**src/rtl/jk_seq_counter_pkg.sv**
```systemverilog
// Shared types and helpers for the JK sequence counter.
// The mode encoding matches the 2-bit mode port of jk_seq_counter.
package jk_seq_counter_pkg;

  // Helpers run at a fixed wide width. Callers zero-extend their W-bit value
  // and truncate the result.
  localparam int JK_MAX_W = 32;

  typedef logic [JK_MAX_W-1:0] word_t;

  typedef enum logic [1:0] {
    BIN_UP  = 2'd0,
    BIN_DN  = 2'd1,
    GRAY_UP = 2'd2,
    JOHNSON = 2'd3
  } mode_e;

  function automatic word_t bin2gray(input word_t b);
    return b ^ (b >> 1);
  endfunction

  // Each binary bit is the XOR of the Gray bits at and above it.
  function automatic word_t gray2bin(input word_t g);
    word_t b;
    b = g;
    for (int i = 1; i < JK_MAX_W; i++) begin
      b = b ^ (g >> i);
    end
    return b;
  endfunction

  // A legal Johnson state over the low w bits has at most one 0/1 boundary,
  // e.g. 0011 or 1100. Patterns such as 0101 are not reachable by shifting.
  function automatic logic johnson_valid(input word_t v, input int w);
    int edges;
    edges = 0;
    for (int i = 0; i < JK_MAX_W - 1; i++) begin
      if ((i < w - 1) && (v[i] != v[i+1])) edges++;
    end
    return (edges <= 1);
  endfunction

endpackage

```
**src/rtl/jk_seq_counter_jk_cell.sv**
```systemverilog
// Single JK flip-flop with synchronous active-high reset.
// Truth table: 00 hold, 01 clear, 10 set, 11 toggle. qb is always ~q.
module jk_cell (
  input  logic clk,
  input  logic reset,
  input  logic j,
  input  logic k,
  output logic q,
  output logic qb
);

  // State update: reset first, then the JK truth table.
  // NOTE: sequential state is written with non-blocking assignments so every
  // cell samples the pre-edge values of its neighbours.
  always_ff @(posedge clk) begin
    if (reset) begin
      q <= 1'b0;
    end else begin
      unique case ({j, k})
        2'b00: q <= q;
        2'b01: q <= 1'b0;
        2'b10: q <= 1'b1;
        2'b11: q <= ~q;
      endcase
    end
  end

  assign qb = ~q;

endmodule

```
**src/rtl/jk_seq_counter.sv**
```systemverilog
// Multi-mode synchronous counter built from W JK cells.
// Modes: binary up, binary down, Gray up, Johnson; synchronous load,
// saturate-or-wrap, terminal-count flag and a registered wrap pulse.
// Optional feature: define JKCNT_SKIP_EN to add skip_val, which makes the
// binary modes step over one chosen value.
module jk_seq_counter
  import jk_seq_counter_pkg::*;
#(
  parameter int W       = 4,
  parameter int MAX_VAL = (2**W) - 1
) (
  input  logic         clk,
  input  logic         reset,
  input  logic         en,
  input  logic         load,
  input  logic [W-1:0] load_val,
  input  logic [1:0]   mode,
  input  logic         sat,
`ifdef JKCNT_SKIP_EN
  input  logic [W-1:0] skip_val,
`endif
  output logic [W-1:0] q,
  output logic [W-1:0] qb,
  output logic         tc,
  output logic         wrap
);

  localparam logic [W-1:0] MAX_Q = W'(MAX_VAL);
  // bin2gray(2**W-1) and the last Johnson state are both {1,0..0}.
  localparam logic [W-1:0] TOP_BIT = {1'b1, {(W-1){1'b0}}};

  mode_e        cur_mode;
  logic [W-1:0] term;
  logic [W-1:0] q_next;
  logic [W-1:0] gray_bin_inc;
  logic [W-1:0] j_v;
  logic [W-1:0] k_v;
  logic         held;
  logic         wrap_set;
  logic         wrap_q;
  logic         wrap_qb;

  // Out-of-range values (only reachable by load) restart at 0.
  // The compare is one bit wider so it stays meaningful when MAX_VAL = 2**W-1.
  function automatic logic [W-1:0] step_up(input logic [W-1:0] v, input logic s);
    if ({1'b0, v} > {1'b0, MAX_Q}) return '0;
    if (v == MAX_Q)                return s ? v : '0;
    return v + W'(1);
  endfunction

  // Out-of-range values (only reachable by load) restart at MAX_VAL.
  function automatic logic [W-1:0] step_dn(input logic [W-1:0] v, input logic s);
    if ({1'b0, v} > {1'b0, MAX_Q}) return MAX_Q;
    if (v == '0)                   return s ? v : MAX_Q;
    return v - W'(1);
  endfunction

  assign cur_mode = mode_e'(mode);

  // Terminal state of the mode currently selected; q is reinterpreted on a mode change.
  always_comb begin
    term = '0;
    unique case (cur_mode)
      BIN_UP:  term = MAX_Q;
      BIN_DN:  term = '0;
      GRAY_UP: term = TOP_BIT;
      JOHNSON: term = TOP_BIT;
    endcase
  end

  assign tc   = (q == term);
  assign held = sat & tc;

  // Truncate to W bits before re-encoding so the Gray sequence wraps mod 2**W.
  assign gray_bin_inc = W'(gray2bin(word_t'(q)) + word_t'(1));

  // Value q takes on an enabled edge.
  // NOTE: every variable written in a combinational block gets a default first,
  // otherwise an uncovered path infers a latch.
  always_comb begin
    q_next = q;
    unique case (cur_mode)
      BIN_UP: begin
        q_next = step_up(q, sat);
`ifdef JKCNT_SKIP_EN
        if (!held && (q_next == skip_val)) q_next = step_up(q_next, sat);
`endif
      end
      BIN_DN: begin
        q_next = step_dn(q, sat);
`ifdef JKCNT_SKIP_EN
        if (!held && (q_next == skip_val)) q_next = step_dn(q_next, sat);
`endif
      end
      GRAY_UP: begin
        q_next = held ? q : W'(bin2gray(word_t'(gray_bin_inc)));
      end
      JOHNSON: begin
        if (!johnson_valid(word_t'(q), W)) q_next = '0;
        else if (held)                     q_next = q;
        else                               q_next = {q[W-2:0], ~q[W-1]};
      end
    endcase
  end

  // JK excitation per bit: reset clears, load forces d, count toggles changed bits.
  always_comb begin
    j_v = '0;
    k_v = '0;
    if (reset) begin
      j_v = '0;
      k_v = '1;
    end else if (load) begin
      j_v = load_val;
      k_v = ~load_val;
    end else if (en) begin
      j_v = q ^ q_next;
      k_v = q ^ q_next;
    end
  end

  for (genvar i = 0; i < W; i++) begin : g_cell
    jk_cell u_cell (
      .clk   (clk),
      .reset (reset),
      .j     (j_v[i]),
      .k     (k_v[i]),
      .q     (q[i]),
      .qb    (qb[i])
    );
  end

  // Wrap pulse: set only when currently clear, clear only when currently set.
  assign wrap_set = ~reset & ~load & en & tc & ~sat;

  jk_cell u_wrap (
    .clk   (clk),
    .reset (reset),
    .j     (wrap_set & wrap_qb),
    .k     (~wrap_set & wrap_q),
    .q     (wrap_q),
    .qb    (wrap_qb)
  );

  assign wrap = wrap_q;

endmodule
```
**config.mk**
```make
export PLATFORM = sky130hd
export DESIGN_NAME = jk_seq_counter
export DESIGN_NICKNAME = d
export VERILOG_FILES = /design/src/rtl/jk_seq_counter_pkg.sv /design/src/rtl/jk_seq_counter_jk_cell.sv /design/src/rtl/jk_seq_counter.sv
export SDC_FILE = /design/constraint.sdc
export NUM_CORES = 1
export LEC_CHECK = 0
export CAP_MARGIN = 5
export CORE_MARGIN = 2
export CORE_UTILIZATION = 30
export CTS_CLUSTER_SIZE = 24
export DETAILED_ROUTE_END_ITERATION = 12
export PLACE_DENSITY_LB_ADDON = 0.12
export SLEW_MARGIN = 20
export SYNTH_ARGS = -nofsm -noshare
export SYNTH_HDL_FRONTEND = slang
export SYNTH_HIERARCHICAL = 1
export SYNTH_SLANG_ARGS = --single-unit
```
**constraint.sdc**
```tcl
create_clock -name clk -period 5.21 [get_ports clk]
set_input_delay 1.3025 -clock clk [delete_from_list [all_inputs] [get_ports clk]]
set_output_delay 1.3025 -clock clk [all_outputs]
set_load 0.02 [all_outputs]
```
Word-level counts from Yosys, hierarchy flattened
Index checks and enable logic that the tools add are counted.
Word-level totals
  register bits: 5
  output and inout bits: 10
  logic and storage cells: 95
  bits of input ports: 11
Cells by class
  bitwise logic cells: 22
  add/subtract/negate cells: 5
  order comparisons: 1
  equality and inequality tests: 23
  mux-type cells: 31
  reductions and logical operators: 8
Operator list (count)
  two-way mux 32 bit: 5
  adder 32 x 2 -> 32 bit (second input constant): 2
  two-way mux 4 bit: 14
  less-or-equal comparator 32 x 2 -> 1 bit (second input constant): 1
  == test 2 bit (second input constant): 12
  case mux 4 bit (4 select lines): 1
  case mux 1 bit (3 select lines): 5
  == test 2 x 1 -> 1 bit (second input constant): 6
  zero test 2 bit: 6
  case mux 4 bit (3 select lines): 1
  inverter 1 bit: 9
  adder 4 x 1 -> 4 bit (second input constant): 2
  bitwise XOR 4 x 3 -> 4 bit: 2
  AND 1 bit: 7
  two-way mux 1 bit: 5
  == test 4 bit: 1
  == test 4 bit (second input constant): 1
  zero test 4 bit: 1
  inverter 4 bit: 1
  subtractor 4 x 1 -> 4 bit (second input constant): 1
  bitwise XOR 4 x 1 -> 4 bit: 1
  bitwise XOR 4 x 2 -> 4 bit: 1
  bitwise XOR 4 bit: 1
  inequality test 1 bit: 3
  OR reduction 2 bit: 1

Logic depth before layout (Yosys ltp)
  word-level depth: 18
  gate-level depth with buffers: 14
  gate-level depth less buffers: 13

By module
The synthesis kept the hierarchy.
By module, submodules not included
  jk_seq_counter: sequential area each 0.0 sq um, times used 1, cells each 119, area an instance 868.3 sq um
  jk_cell: sequential area each 20.0 sq um, times used 5, cells each 4, area an instance 35.0 sq um

Least setup slack after synthesis
No wires, ideal clock.
  path type: in2out
  from: in mode[0]
  to: out tc
  stages: 3
  slack: 1.951 ns
  data required time: 3.908 ns
  path buffers: 0
  arrival: 1.956 ns
  path through: or2_2 > o22a_1 > inv_1
Between the ends
  word-level cells in the longest chain between the ends: 4
  elaborated cells between the ends (all ways): 7
  classes of those cells: eq/ne (4); mux (1); reduce/logical (2)
Ends and longest elaborated chain
  from (decl): line jk_seq_counter.sv:17  | input logic [1:0] mode,
  == test 2 bit: line jk_seq_counter.sv:63  | unique case (cur_mode)
  OR reduction 2 bit (no line)
  case mux 4 bit (3 select lines) *: line jk_seq_counter.sv:63
  == test 4 bit *: line jk_seq_counter.sv:71  | assign tc = (q == term);
  to (decl): line jk_seq_counter.sv:24  | output logic tc,
Every way passes the cells marked *; elsewhere a longest branch is shown, timed or not.

Worst setup path in the final report
  from: in mode[1]
  to: out tc
Same word-level chain as after synthesis.

==> summary.md <==
| Metric | Value |
|---|---|
| Outcome | finished, final reports clean |
| RR Startpoint | g_cell[0].u_cell/q$_SDFFE_PP0P_ |
| I/O pins | 21 |
| Synth Area in Adders | 10.8% |
| Setup TNS Final | 0 ns |
| Routed vias/inst | 5.41 |
| 1st-iter DRT viols | 72 |
| Antenna violations before repair | 0 |
| Clock Tree Root | clkbuf_4 |
| XOR/XNOR share of the synthesized area | 8.87% |
| Post-Syn Instances | 139 |
| Routed length per placed instance | between 10 and 15 um |
| Pwr Total | roughly 0.00028 W |
| Cell Area, Placed | roughly 0.0013 mm^2 |
| PortBufs | 20 |
| WL final | 2890 um |
| Core Area | 0.00334 mm^2 |
| Largest net degree at the start of global routing | 18 |
| Ys async rst share | 0% |
| Horiz. Die Dim | between 60 and 70 um |
| Starting Density | 31.3% |
| Slew Limit Fails | 0 |
| Vias in the first global route | 1,024 |
| DIE HEIGHT | 63.0 um |
| Flop and latch count out of synthesis | 5 |
| RR Endpoint | g_cell[1].u_cell/q$_SDFFE_PP0P_ |
| Clock sink total | 5 |
| Setup Buffers After CTS | 0 |
| Worst Tran Pin Value | 0.559 ns |
| Antenna Cells | 0 |
| Hold path depth | 1 |
| WP data arrival | 3.28 ns |
| Main combinational cell family by area after synthesis | compound AO/OA/AOI/OAI gates |
| Fraction of layout cells with a size suffix above 1 | approximately 8.2% |
| EDFF count, synth | 0 |
| Endpoints failing hold | 0 |
| Final setup vio count | 0 |
| TritonCTS clock tree | built |
| RSZ-0062 raised after global routing | false |
| Syn avg cell area | 7.51 um^2 |
| Hold crit path type | flop to flop |
| Post-synthesis sequential area ratio | 9.59% |
| Gp weighted congestion | around 0.87 |
| Tot GR Track Use | between 10% and 20% |
| PwrDens | 217 mW/mm^2 |
| Final period util | 88.0% |
| DP Cell Count | 200 |
| GR Overflow Total | 0 |
| HPWL Detailed | 2200 um |
| Worst-Skew Late Latency | 0.24 ns |
| Peak VDD IR | 105 uV |
| Layout area overhead | 24.2% |
| WP data required | 3.91 ns |
| Final nets | 179 |
| Hold_ws | 0.519 ns |
| Post-route insts no fill | about 200 |
| Crit path from | mode[1] |
| Resize count post-CTS | 0 |
| Ys Warns | 6 |
| Clock Skew | 0.00336 ns |
| Critical path type | input port to primary output |
| Clk slew on worst S/H paths | 0.04 ns |
| Post-Synth Simple-Gate Area | 24.2% |
| Final min period | 4.58 ns |
| Routed Antenna Nets | 0 |
| Mux contribution to synthesized area | 3.96% |
| DR DRC count | 0 |
| Synth unique cells | roughly 50 |
| Maxcap violations | 0 |
| Element type at the critical path start | input port |
| Mapped cell area | 0.00104 mm^2 |
| Design Area, Final | between 0.001 and 0.0015 mm^2 |
| Commonest non-fill, non-tap cell in the layout | clkdlybuf4s50_1 |
| Fmax achieved | around 220 MHz |
| First-pass GRT wire length | 4800 um |
| Num rows | 21 |
| Post-synth top flop | dfxtp_1 |
| Hold Buf Count CTS | 0 |
| Leak pwr | 0.516 nW |
| Syn_nets | 159 |
| Synth Area in Compound Gates | 32.7% |
| Die area | between 0.003 and 0.004 mm^2 |
| Rel. slew slack | 62.7% |
| Worst setup EP type | primary output |
| CTS Buf Count | 3 |
| Vias | about 1.1k |
| Hold path startpoint | u_wrap/q$_SDFFE_PP0P_ |
| Most frequent cells in the layout | clkdlybuf4s50_1 (20), inv_1 (14), nand2_1 (13) |
| Clk buf depth | 2 |
| R2R Setup Slk | 1.61 ns |
| Worst Path Max Fanout | 16 |
| H-Tree Level Count | 1 |
| Hold endpoint | u_wrap/q$_SDFFE_PP0P_ |
| Iteration count of the initial detailed-routing pass | 5 |
| Reg2reg path depth | 12 |
[flip-flops by register name, indices dropped and copies added (netlist names)]
signal           cells
u_wrap/q             1
g_cell.u_cell/q      4
[cells by family (layout without fill, tap and decap cells)]
family | after synthesis | count (layout)
simple gates | 46 | 46
compound gates | 44 | 44
buf+inv | 22 | 41
fa+ha+maj | 9 | 9
xor+xnor | 9 | 9
flops | 5 | 5
mux | 4 | 4
[cell type report]
class                           count  area (um^2)
Inverter                           15         56.3
Tap cell                           46         57.6
Clock buffer                        4         26.3
Multi-Input combinational cell    112          841
Fill cell                         358         2040
Sequential cell                     5          100
Timing Repair Buffer               22          215
[how the worst max path moves through the flow]
stage	endpoint	slack (ns)
floorplan	tc	1.95
global placement	tc	0.70
detailed placement	tc	0.66
CTS	tc	0.65
global route	tc	0.53
finish	tc	0.63
[where the power goes]
group	leakage, nW	total (W)	switching (W)	internal [W]
registers	0.0409	0.0000504	0.00000898	0.0000415
clock network	0.0150	0.0000441	0.0000152	0.0000289
logic	0.460	0.000187	0.0000967	0.0000903
[cells in the mapped netlist (3+ instances only)]
library cell	count	area [um^2]
nand3_1	5	25.0
o221ai_1	3	26.3
nand2b_1	3	18.8
o22ai_1	3	18.8
ha_1	9	113
a31oi_1	3	18.8
mux2i_1	3	30.0
a211o_1	3	26.3
dfxtp_1	5	100
nor2b_1	5	31.3
nand2_1	13	48.8
nor2_1	8	30.0
inv_1	14	52.6
buf_2	4	20.0
xnor2_1	6	52.6
a21oi_1	6	30.0
a211oi_1	6	45.0
[worst max-delay path, cell delays in order]
cell,delay (ns)
clkdlybuf4s50_1,0.65
or2_2,0.44
o22a_1,0.22
inv_1,0.07
clkdlybuf4s50_1,0.59
[per-layer routing]
| metal | up-vias | GRT usage (%) | part of all wire, % |
|---|---|---|---|
| li1 | 561 | - | - |
| met4 | 0 | 5.83 | 0.83 |
| met5 | - | 0 | 0 |
| met1 | 500 | 19.7 | 48 |
| met3 | 4 | 1.62 | 4.2 |
| met2 | 38 | 24.6 | 47 |
[per-stage QoR]
step	setup slack [ns]	util (%)
final	0.627	38.8
after global routing	0.531	38.8
after CTS	0.650	38.8
after detailed placement	0.665	38.1
after global placement	0.695	38.1
after floorplan	1.95	-
(Power assumes the default switching activity.)
